[src/rtl/range_gen_pkg.sv]
// range_gen_pkg: shared widths, FSM encoding, timing constants and small
// arithmetic helpers for the 2D range generator (range_gen_2d) and its
// sequential square-root engine (isqrt_seq).
package range_gen_pkg;

  localparam int W      = 16;        // coordinate / range width (unsigned)
  localparam int RAD_W  = 2 * W + 2; // radicand width, one guard bit above dx^2+dy^2
  localparam int ROOT_W = W + 1;     // raw root width before saturation

  localparam logic [W-1:0] SAT_MAX = '1;

  localparam int CYC_PER_ANCHOR = 18; // 1 SQR cycle + ROOT_W ROOT cycles
  localparam int TOTAL_LAT      = 72; // 4 anchors, accept edge to done edge

  typedef enum logic [1:0] {
    IDLE = 2'd0,
    SQR  = 2'd1,
    ROOT = 2'd2
  } state_e;

  // |d| for a W+1-bit signed difference of two unsigned W-bit values; the
  // magnitude always fits back into W bits.
  function automatic logic [W-1:0] abs_diff(input logic signed [W:0] d);
    return W'(d[W] ? -d : d);
  endfunction

  // Clamp a raw root to the W-bit range; the only out-of-range bit is the MSB.
  function automatic logic [W-1:0] sat_root(input logic [ROOT_W-1:0] r);
    return r[ROOT_W-1] ? SAT_MAX : r[W-1:0];
  endfunction

endpackage

[src/rtl/isqrt_seq.sv]
// isqrt_seq: restoring bit-serial integer square root, one root bit per
// cycle, MSB first, fixed ROOT_W iterations after a load.
//
// Ports:
//   clk    in   rising-edge clock
//   reset  in   asynchronous active-low reset
//   load   in   capture rad and start a new root (restarts any root in flight)
//   rad    in   RAD_W-bit radicand
//   root   out  ROOT_W-bit root; equals floor(sqrt(rad)) during the rdy cycle
//   rdy    out  high in the cycle whose closing edge retires the last bit
//
// root is the combinational next value of the partial root, so the owner
// can capture the finished result on the same edge that computes the LSB.
module isqrt_seq
  import range_gen_pkg::*;
(
  input  logic              clk,
  input  logic              reset,
  input  logic              load,
  input  logic [RAD_W-1:0]  rad,
  output logic [ROOT_W-1:0] root,
  output logic              rdy
);

  localparam int REM_W = ROOT_W + 1;       // remainder <= 2*root < 2^(ROOT_W+1)
  localparam logic [4:0] LAST = 5'(ROOT_W - 1);

  logic [RAD_W-1:0]  rad_q, rad_d;
  logic [REM_W-1:0]  rem_q, rem_d;
  logic [ROOT_W-1:0] root_q, root_d;
  logic [4:0]        cnt_q, cnt_d;
  logic              act_q, act_d;

  logic [REM_W+1:0]  rem_sh;  // remainder with the next two radicand bits appended
  logic [REM_W+1:0]  trial;   // 4*root + 1

  always_comb begin
    rad_d  = rad_q;
    rem_d  = rem_q;
    root_d = root_q;
    cnt_d  = cnt_q;
    act_d  = act_q;
    rem_sh = {rem_q, rad_q[RAD_W-1 -: 2]};
    trial  = {1'b0, root_q, 2'b01};
    if (load) begin
      rad_d  = rad;
      rem_d  = '0;
      root_d = '0;
      cnt_d  = '0;
      act_d  = 1'b1;
    end else if (act_q) begin
      rad_d = {rad_q[RAD_W-3:0], 2'b00};
      if (rem_sh >= trial) begin
        rem_d  = REM_W'(rem_sh - trial);
        root_d = {root_q[ROOT_W-2:0], 1'b1};
      end else begin
        rem_d  = REM_W'(rem_sh);
        root_d = {root_q[ROOT_W-2:0], 1'b0};
      end
      cnt_d = cnt_q + 5'd1;
      if (cnt_q == LAST) begin
        act_d = 1'b0;
      end
    end
  end

  always_ff @(posedge clk or negedge reset) begin
    if (!reset) begin
      rad_q  <= '0;
      rem_q  <= '0;
      root_q <= '0;
      cnt_q  <= '0;
      act_q  <= 1'b0;
    end else begin
      rad_q  <= rad_d;
      rem_q  <= rem_d;
      root_q <= root_d;
      cnt_q  <= cnt_d;
      act_q  <= act_d;
    end
  end

  assign root = root_d;
  assign rdy  = act_q && (cnt_q == LAST);

endmodule

[src/rtl/range_gen_2d.sv]
// range_gen_2d: forward model of the 2D UWB localiser. Given a tag position
// and four anchors it produces r_k = min(floor(sqrt(dx^2+dy^2)), 2^W-1) per
// anchor, with a fixed 72-cycle latency from the accept edge to done.
//
// Ports:
//   clk           in   rising-edge clock
//   reset         in   asynchronous active-low reset (aborts any operation)
//   start         in   request, sampled only while idle (busy=0)
//   x_tag, y_tag  in   tag coordinates, W-bit unsigned
//   x0..x3,y0..y3 in   anchor coordinates, W-bit unsigned
//   busy          out  high from the accept edge until the done edge
//   done          out  one-cycle pulse when r0..r3/ovf carry a new result
//   r0..r3        out  saturated ranges, updated only on the done edge
//   ovf           out  bit k set when r_k saturated
//
// Sequence per anchor k: one SQR cycle builds dx^2+dy^2 and loads the root
// engine, then ROOT_W ROOT cycles. Results collect in shadow registers so the
// visible outputs only move on the done edge.
module range_gen_2d
  import range_gen_pkg::*;
(
  input  logic         clk,
  input  logic         reset,
  input  logic         start,
  input  logic [W-1:0] x_tag,
  input  logic [W-1:0] y_tag,
  input  logic [W-1:0] x0,
  input  logic [W-1:0] x1,
  input  logic [W-1:0] x2,
  input  logic [W-1:0] x3,
  input  logic [W-1:0] y0,
  input  logic [W-1:0] y1,
  input  logic [W-1:0] y2,
  input  logic [W-1:0] y3,
  output logic         busy,
  output logic         done,
  output logic [W-1:0] r0,
  output logic [W-1:0] r1,
  output logic [W-1:0] r2,
  output logic [W-1:0] r3,
  output logic [3:0]   ovf
);

  state_e       state_q, state_d;
  logic [1:0]   k_q, k_d;
  logic [W-1:0] tx_q, tx_d, ty_q, ty_d;
  logic [W-1:0] ax_q [4];
  logic [W-1:0] ax_d [4];
  logic [W-1:0] ay_q [4];
  logic [W-1:0] ay_d [4];
  logic [W-1:0] sh_q [4];
  logic [W-1:0] sh_d [4];
  logic [3:0]   sovf_q, sovf_d;
  logic [W-1:0] r_q [4];
  logic [W-1:0] r_d [4];
  logic [3:0]   ovf_q, ovf_d;
  logic         busy_q, busy_d;
  logic         done_q, done_d;

  logic [W-1:0]      ax_in [4];
  logic [W-1:0]      ay_in [4];
  logic signed [W:0] ddx, ddy;
  logic [W-1:0]      dx, dy;
  logic [RAD_W-1:0]  rad;
  logic              load;
  logic              rdy;
  logic [ROOT_W-1:0] root;

  assign ax_in[0] = x0;
  assign ax_in[1] = x1;
  assign ax_in[2] = x2;
  assign ax_in[3] = x3;
  assign ay_in[0] = y0;
  assign ay_in[1] = y1;
  assign ay_in[2] = y2;
  assign ay_in[3] = y3;

  // Squared distance to the current anchor, exact in RAD_W bits.
  always_comb begin
    ddx = $signed({1'b0, tx_q}) - $signed({1'b0, ax_q[k_q]});
    ddy = $signed({1'b0, ty_q}) - $signed({1'b0, ay_q[k_q]});
    dx  = abs_diff(ddx);
    dy  = abs_diff(ddy);
    rad = RAD_W'(dx) * RAD_W'(dx) + RAD_W'(dy) * RAD_W'(dy);
  end

  assign load = (state_q == SQR);

  isqrt_seq u_isqrt (
    .clk   (clk),
    .reset (reset),
    .load  (load),
    .rad   (rad),
    .root  (root),
    .rdy   (rdy)
  );

  always_comb begin
    state_d = state_q;
    k_d     = k_q;
    tx_d    = tx_q;
    ty_d    = ty_q;
    ax_d    = ax_q;
    ay_d    = ay_q;
    sh_d    = sh_q;
    sovf_d  = sovf_q;
    r_d     = r_q;
    ovf_d   = ovf_q;
    busy_d  = busy_q;
    done_d  = 1'b0;
    unique case (state_q)
      IDLE: begin
        // Also reached in the done cycle, which gives back-to-back accepts.
        if (start) begin
          tx_d    = x_tag;
          ty_d    = y_tag;
          ax_d    = ax_in;
          ay_d    = ay_in;
          k_d     = 2'd0;
          busy_d  = 1'b1;
          state_d = SQR;
        end
      end
      SQR: begin
        state_d = ROOT;
      end
      ROOT: begin
        if (rdy) begin
          sh_d[k_q]   = sat_root(root);
          sovf_d[k_q] = root[ROOT_W-1];
          if (k_q == 2'd3) begin
            // Publish all four ranges at once, including the one just finished.
            r_d     = sh_d;
            ovf_d   = sovf_d;
            busy_d  = 1'b0;
            done_d  = 1'b1;
            state_d = IDLE;
          end else begin
            k_d     = k_q + 2'd1;
            state_d = SQR;
          end
        end
      end
      default: state_d = IDLE;
    endcase
  end

  always_ff @(posedge clk or negedge reset) begin
    if (!reset) begin
      state_q <= IDLE;
      k_q     <= '0;
      tx_q    <= '0;
      ty_q    <= '0;
      ax_q    <= '{default: '0};
      ay_q    <= '{default: '0};
      sh_q    <= '{default: '0};
      sovf_q  <= '0;
      r_q     <= '{default: '0};
      ovf_q   <= '0;
      busy_q  <= 1'b0;
      done_q  <= 1'b0;
    end else begin
      state_q <= state_d;
      k_q     <= k_d;
      tx_q    <= tx_d;
      ty_q    <= ty_d;
      ax_q    <= ax_d;
      ay_q    <= ay_d;
      sh_q    <= sh_d;
      sovf_q  <= sovf_d;
      r_q     <= r_d;
      ovf_q   <= ovf_d;
      busy_q  <= busy_d;
      done_q  <= done_d;
    end
  end

  assign busy = busy_q;
  assign done = done_q;
  assign r0   = r_q[0];
  assign r1   = r_q[1];
  assign r2   = r_q[2];
  assign r3   = r_q[3];
  assign ovf  = ovf_q;

endmodule

[config.mk]
export PLATFORM = sky130hd
export DESIGN_NAME = range_gen_2d
export DESIGN_NICKNAME = d
export VERILOG_FILES = /design/src/rtl/range_gen_pkg.sv /design/src/rtl/isqrt_seq.sv /design/src/rtl/range_gen_2d.sv
export SDC_FILE = /design/constraint.sdc
export NUM_CORES = 2
export LEC_CHECK = 0
export CAP_MARGIN = 20
export CORE_MARGIN = 5
export CORE_UTILIZATION = 55
export DETAILED_ROUTE_END_ITERATION = 16
export HOLD_SLACK_MARGIN = 0.03
export PLACE_DENSITY_LB_ADDON = 0.12
export SETUP_SLACK_MARGIN = 0.2
export SLEW_MARGIN = 20
export SYNTH_ARGS = -nofsm -noshare
export SYNTH_HDL_FRONTEND = slang
export SYNTH_SLANG_ARGS = --single-unit
[constraint.sdc]
create_clock -name clk -period 18.15 [get_ports clk]
set_input_delay 3.63 -clock clk [delete_from_list [all_inputs] [get_ports clk]]
set_output_delay 3.63 -clock clk [all_outputs]
set_load 0.05 [all_outputs]
==> results.yml <==
logic_synthesis:
  ys_top_cells_by_count: "616 x inv_1, 386 x fa_1, 360 x dfrtp_1"
  synth-edff-count: 0
  yosys.area.top_type: "dfrtp_1"
  synth_area_um2: 33000
  ys_seq_area_frac: 0.273
  synth_flop_cell: "dfrtp_1"
  async_reset_ff_frac: 1.00
  synth_most_common_cell: "inv_1"
  ys_seq_elements: 360
  synthCells: 3346
  synth_cell_types: 86
  synth_top_area_frac: 0.273
  syn_avg_cell_area_um2: 9.87
  synth_area_leaders: "dfrtp_1 27%, fa_1 23%, ha_1 9.7%, inv_1 7.0%, mux2_2 5.6%"
  synthesis.nets: 4152
  synth_warnings: 0
run:
  maxCapViolCount: 0
hold_path:
  holdCritPathClass: "register to register"
  min_from: "sh_q[63]"
  whs_endpoint: "sh_q[63]"
  hold_depth: 2
placement:
  gp_congestion: 0.918
  port_buffers: 232
  place_area_um2: 36200
  hpwlAfterDp_mm: 64.9
critical_path:
  critPathMaxStageDelay_ns: 0.63
  critPathArrivalTime_ns: 12.94
  crit_slowest_cell: "o41ai_1"
  crit_path_frequent_cell: "fa_1"
  endpoint_kind: "register"
  crit_required_ns: 18.58
  rr_endpoint: "u_isqrt.rad_q[31]"
  path_max_fanout: 31
  reg2reg_from: "k_q[0]"
  critPathLaunchType: "register"
  reg2reg_depth: 37
  r2r_setup_slack_ns: 5.64
  path_class: "register to register"
grt:
  grt_max_degree: 188
  track_usage: 0.256
  grt_antenna_before_repair: 7
  grt_overflow: 0
  grt_pass1_wl_mm: 134
  grt_pass1_vias: 25929
timing:
  post-route-min-period_ns: 12.51
  clock_skew_ns: 0.0194
  worstMarginPinSlew_ns: 1.11
  slew_viol_final: 0
  setup_viol: 0
  final_hold_viol_count: 0
  slew_headroom: 0.256
  fmax_mhz: 79.9
  post-route-period-util: 0.689
  rsz0062_at_grt: "no"
  setup-tns-final_ns: 0
finish:
  finalNetCount: 4342
  multi_input_area_um2: 21200
  fillCellCount: 4926
  layout-drive-gt1-share: 0.0973
  syn_to_final_growth_pct: 13.9
  regArea_um2: 9010
  final_area_um2: 37600
clock_network:
  cts_resized: 0
  clkTransAtPathRegs_ns: 0.06
  clock_latency_ns: 0.57
  cts_made_buffers: 41
  cts_hold_buf: 0
  clock-sinks: 360
  post_cts_buffers: 0
  clockBufferDepth: 3
  cts_max_level: 2
  clockRootBuffer: "clkbuf_16"
  cts_tree: "done"
routing:
  routed_via_density: 5.52
  dr.pass1.iters: 5
  ant_nets: 0
  wl_per_cell_um: 18.7
  drc: 0
  num_vias: 23988
  routed_wl_mm: 81.2
  drtIter0Drc: 1397
floorplanning:
  die_w_um: 255
  core_um2: 59200
  ios: 233
  dieArea_um2: 65000
  num_rows: 89
  start_util: 0.557
  die_y_um: 255
run_status:
  status: "completed"
==> how the worst max path moves through the flow <==
stage | slack [ns] | cells past startpoint | end | start
2_1_floorplan | 6.81 | 39 | u_isqrt.rad_q[31] | k_q[0]
3_3_place_gp | 6.01 | 37 | u_isqrt.rad_q[31] | k_q[0]
3_5_place_dp | 5.65 | 37 | u_isqrt.rad_q[31] | k_q[0]
4_1_cts | 5.64 | 37 | u_isqrt.rad_q[31] | k_q[0]
5_1_grt | 4.87 | 42 | u_isqrt.rad_q[31] | k_q[0]
6_report | 5.64 | 37 | u_isqrt.rad_q[31] | k_q[0]
==> sequential cells by signal (all words and copies together), names as in the netlist, 2 cells and up <==
signal,cells
tx_q,16
u_isqrt.root_q,17
r1,16
u_isqrt.cnt_q,5
sh_q,48
ovf,4
u_isqrt.rem_q,18
r3,16
ay_q,64
state_q,2
r0,16
u_isqrt.rad_q,34
r2,16
sovf_q,3
ax_q,64
ty_q,16
k_q,2
==> per-stage QoR <==
| step | std cells | setup WS (ns) | util | hold WS (ns) |
|---|---|---|---|---|
| 5_1_grt | 4343 | 4.87 | 0.635 | 0.495 |
| 4_1_cts | 4337 | 5.64 | 0.633 | 0.478 |
| 6_report | 4345 | 5.64 | 0.635 | 0.475 |
| 3_3_place_gp | 4263 | 6.01 | 0.610 | 0.457 |
| 3_5_place_dp | 4263 | 5.65 | 0.610 | 0.465 |
| 2_1_floorplan | 3346 | 6.81 | - | 0.442 |
==> per-layer routing <==
metal  global-route usage  part of all wire
met3               0.0430             0.052
met5                    0           0.00057
met2                0.433              0.50
met1                0.339              0.42
met4               0.0848             0.035
==> layout by cell type (no fill, tap or decap), types with 32 or more instances in the layout <==
cell,instances
inv_1,616
fa_1,386
dfrtp_1,358
nand2_1,336
ha_1,256
o21ai_0,249
nor2_1,246
clkdlybuf4s50_1,231
mux2_2,163
a21oi_1,77
mux2i_1,64
xnor2_1,62
clkbuf_16,42
xor2_1,38
buf_4,36
o21a_1,33
mux4_2,32
==> critical path, delay by kind of cell, from the launching register on <==
| family | cells | cell delay (ns) |
|---|---|---|
| simple gates | 5 | 0.98 |
| xor+xnor | 1 | 0.32 |
| mux | 1 | 0.59 |
| flops | 1 | 0.40 |
| compound gates | 14 | 4.33 |
| buf+inv | 6 | 1.21 |
| fa+ha+maj | 10 | 4.51 |
==> kinds of logic (layout without fill, tap and decap cells) <==
kind of cell | count (synthesis) | in the layout | share of synthesized area
adder cells (fa/ha/maj) | 643 | 643 | 0.331
XOR/XNOR | 102 | 102 | 0.0271
AND/OR/NAND/NOR | 741 | 741 | 0.0965
other | 0 | 5 | 0
multiplexers | 259 | 259 | 0.0968
flip-flops | 360 | 360 | 0.273
buffers and inverters | 751 | 972 | 0.0858
AO/OA/AOI/OAI | 490 | 490 | 0.0896
==> layout make-up <==
type,count,area share
Antenna cell,5,0.000333
Inverter,626,0.0625
Sequential cell,360,0.240
Multi-Input combinational cell,2235,0.564
Tap cell,773,0.0257
Clock buffer,59,0.0312
Timing Repair Buffer,272,0.0714
Clock inverter,15,0.00519
Power is left out: the tool's default activity adds up to more than one toggle a clock period on the data nets, which glitch-free logic cannot reach.
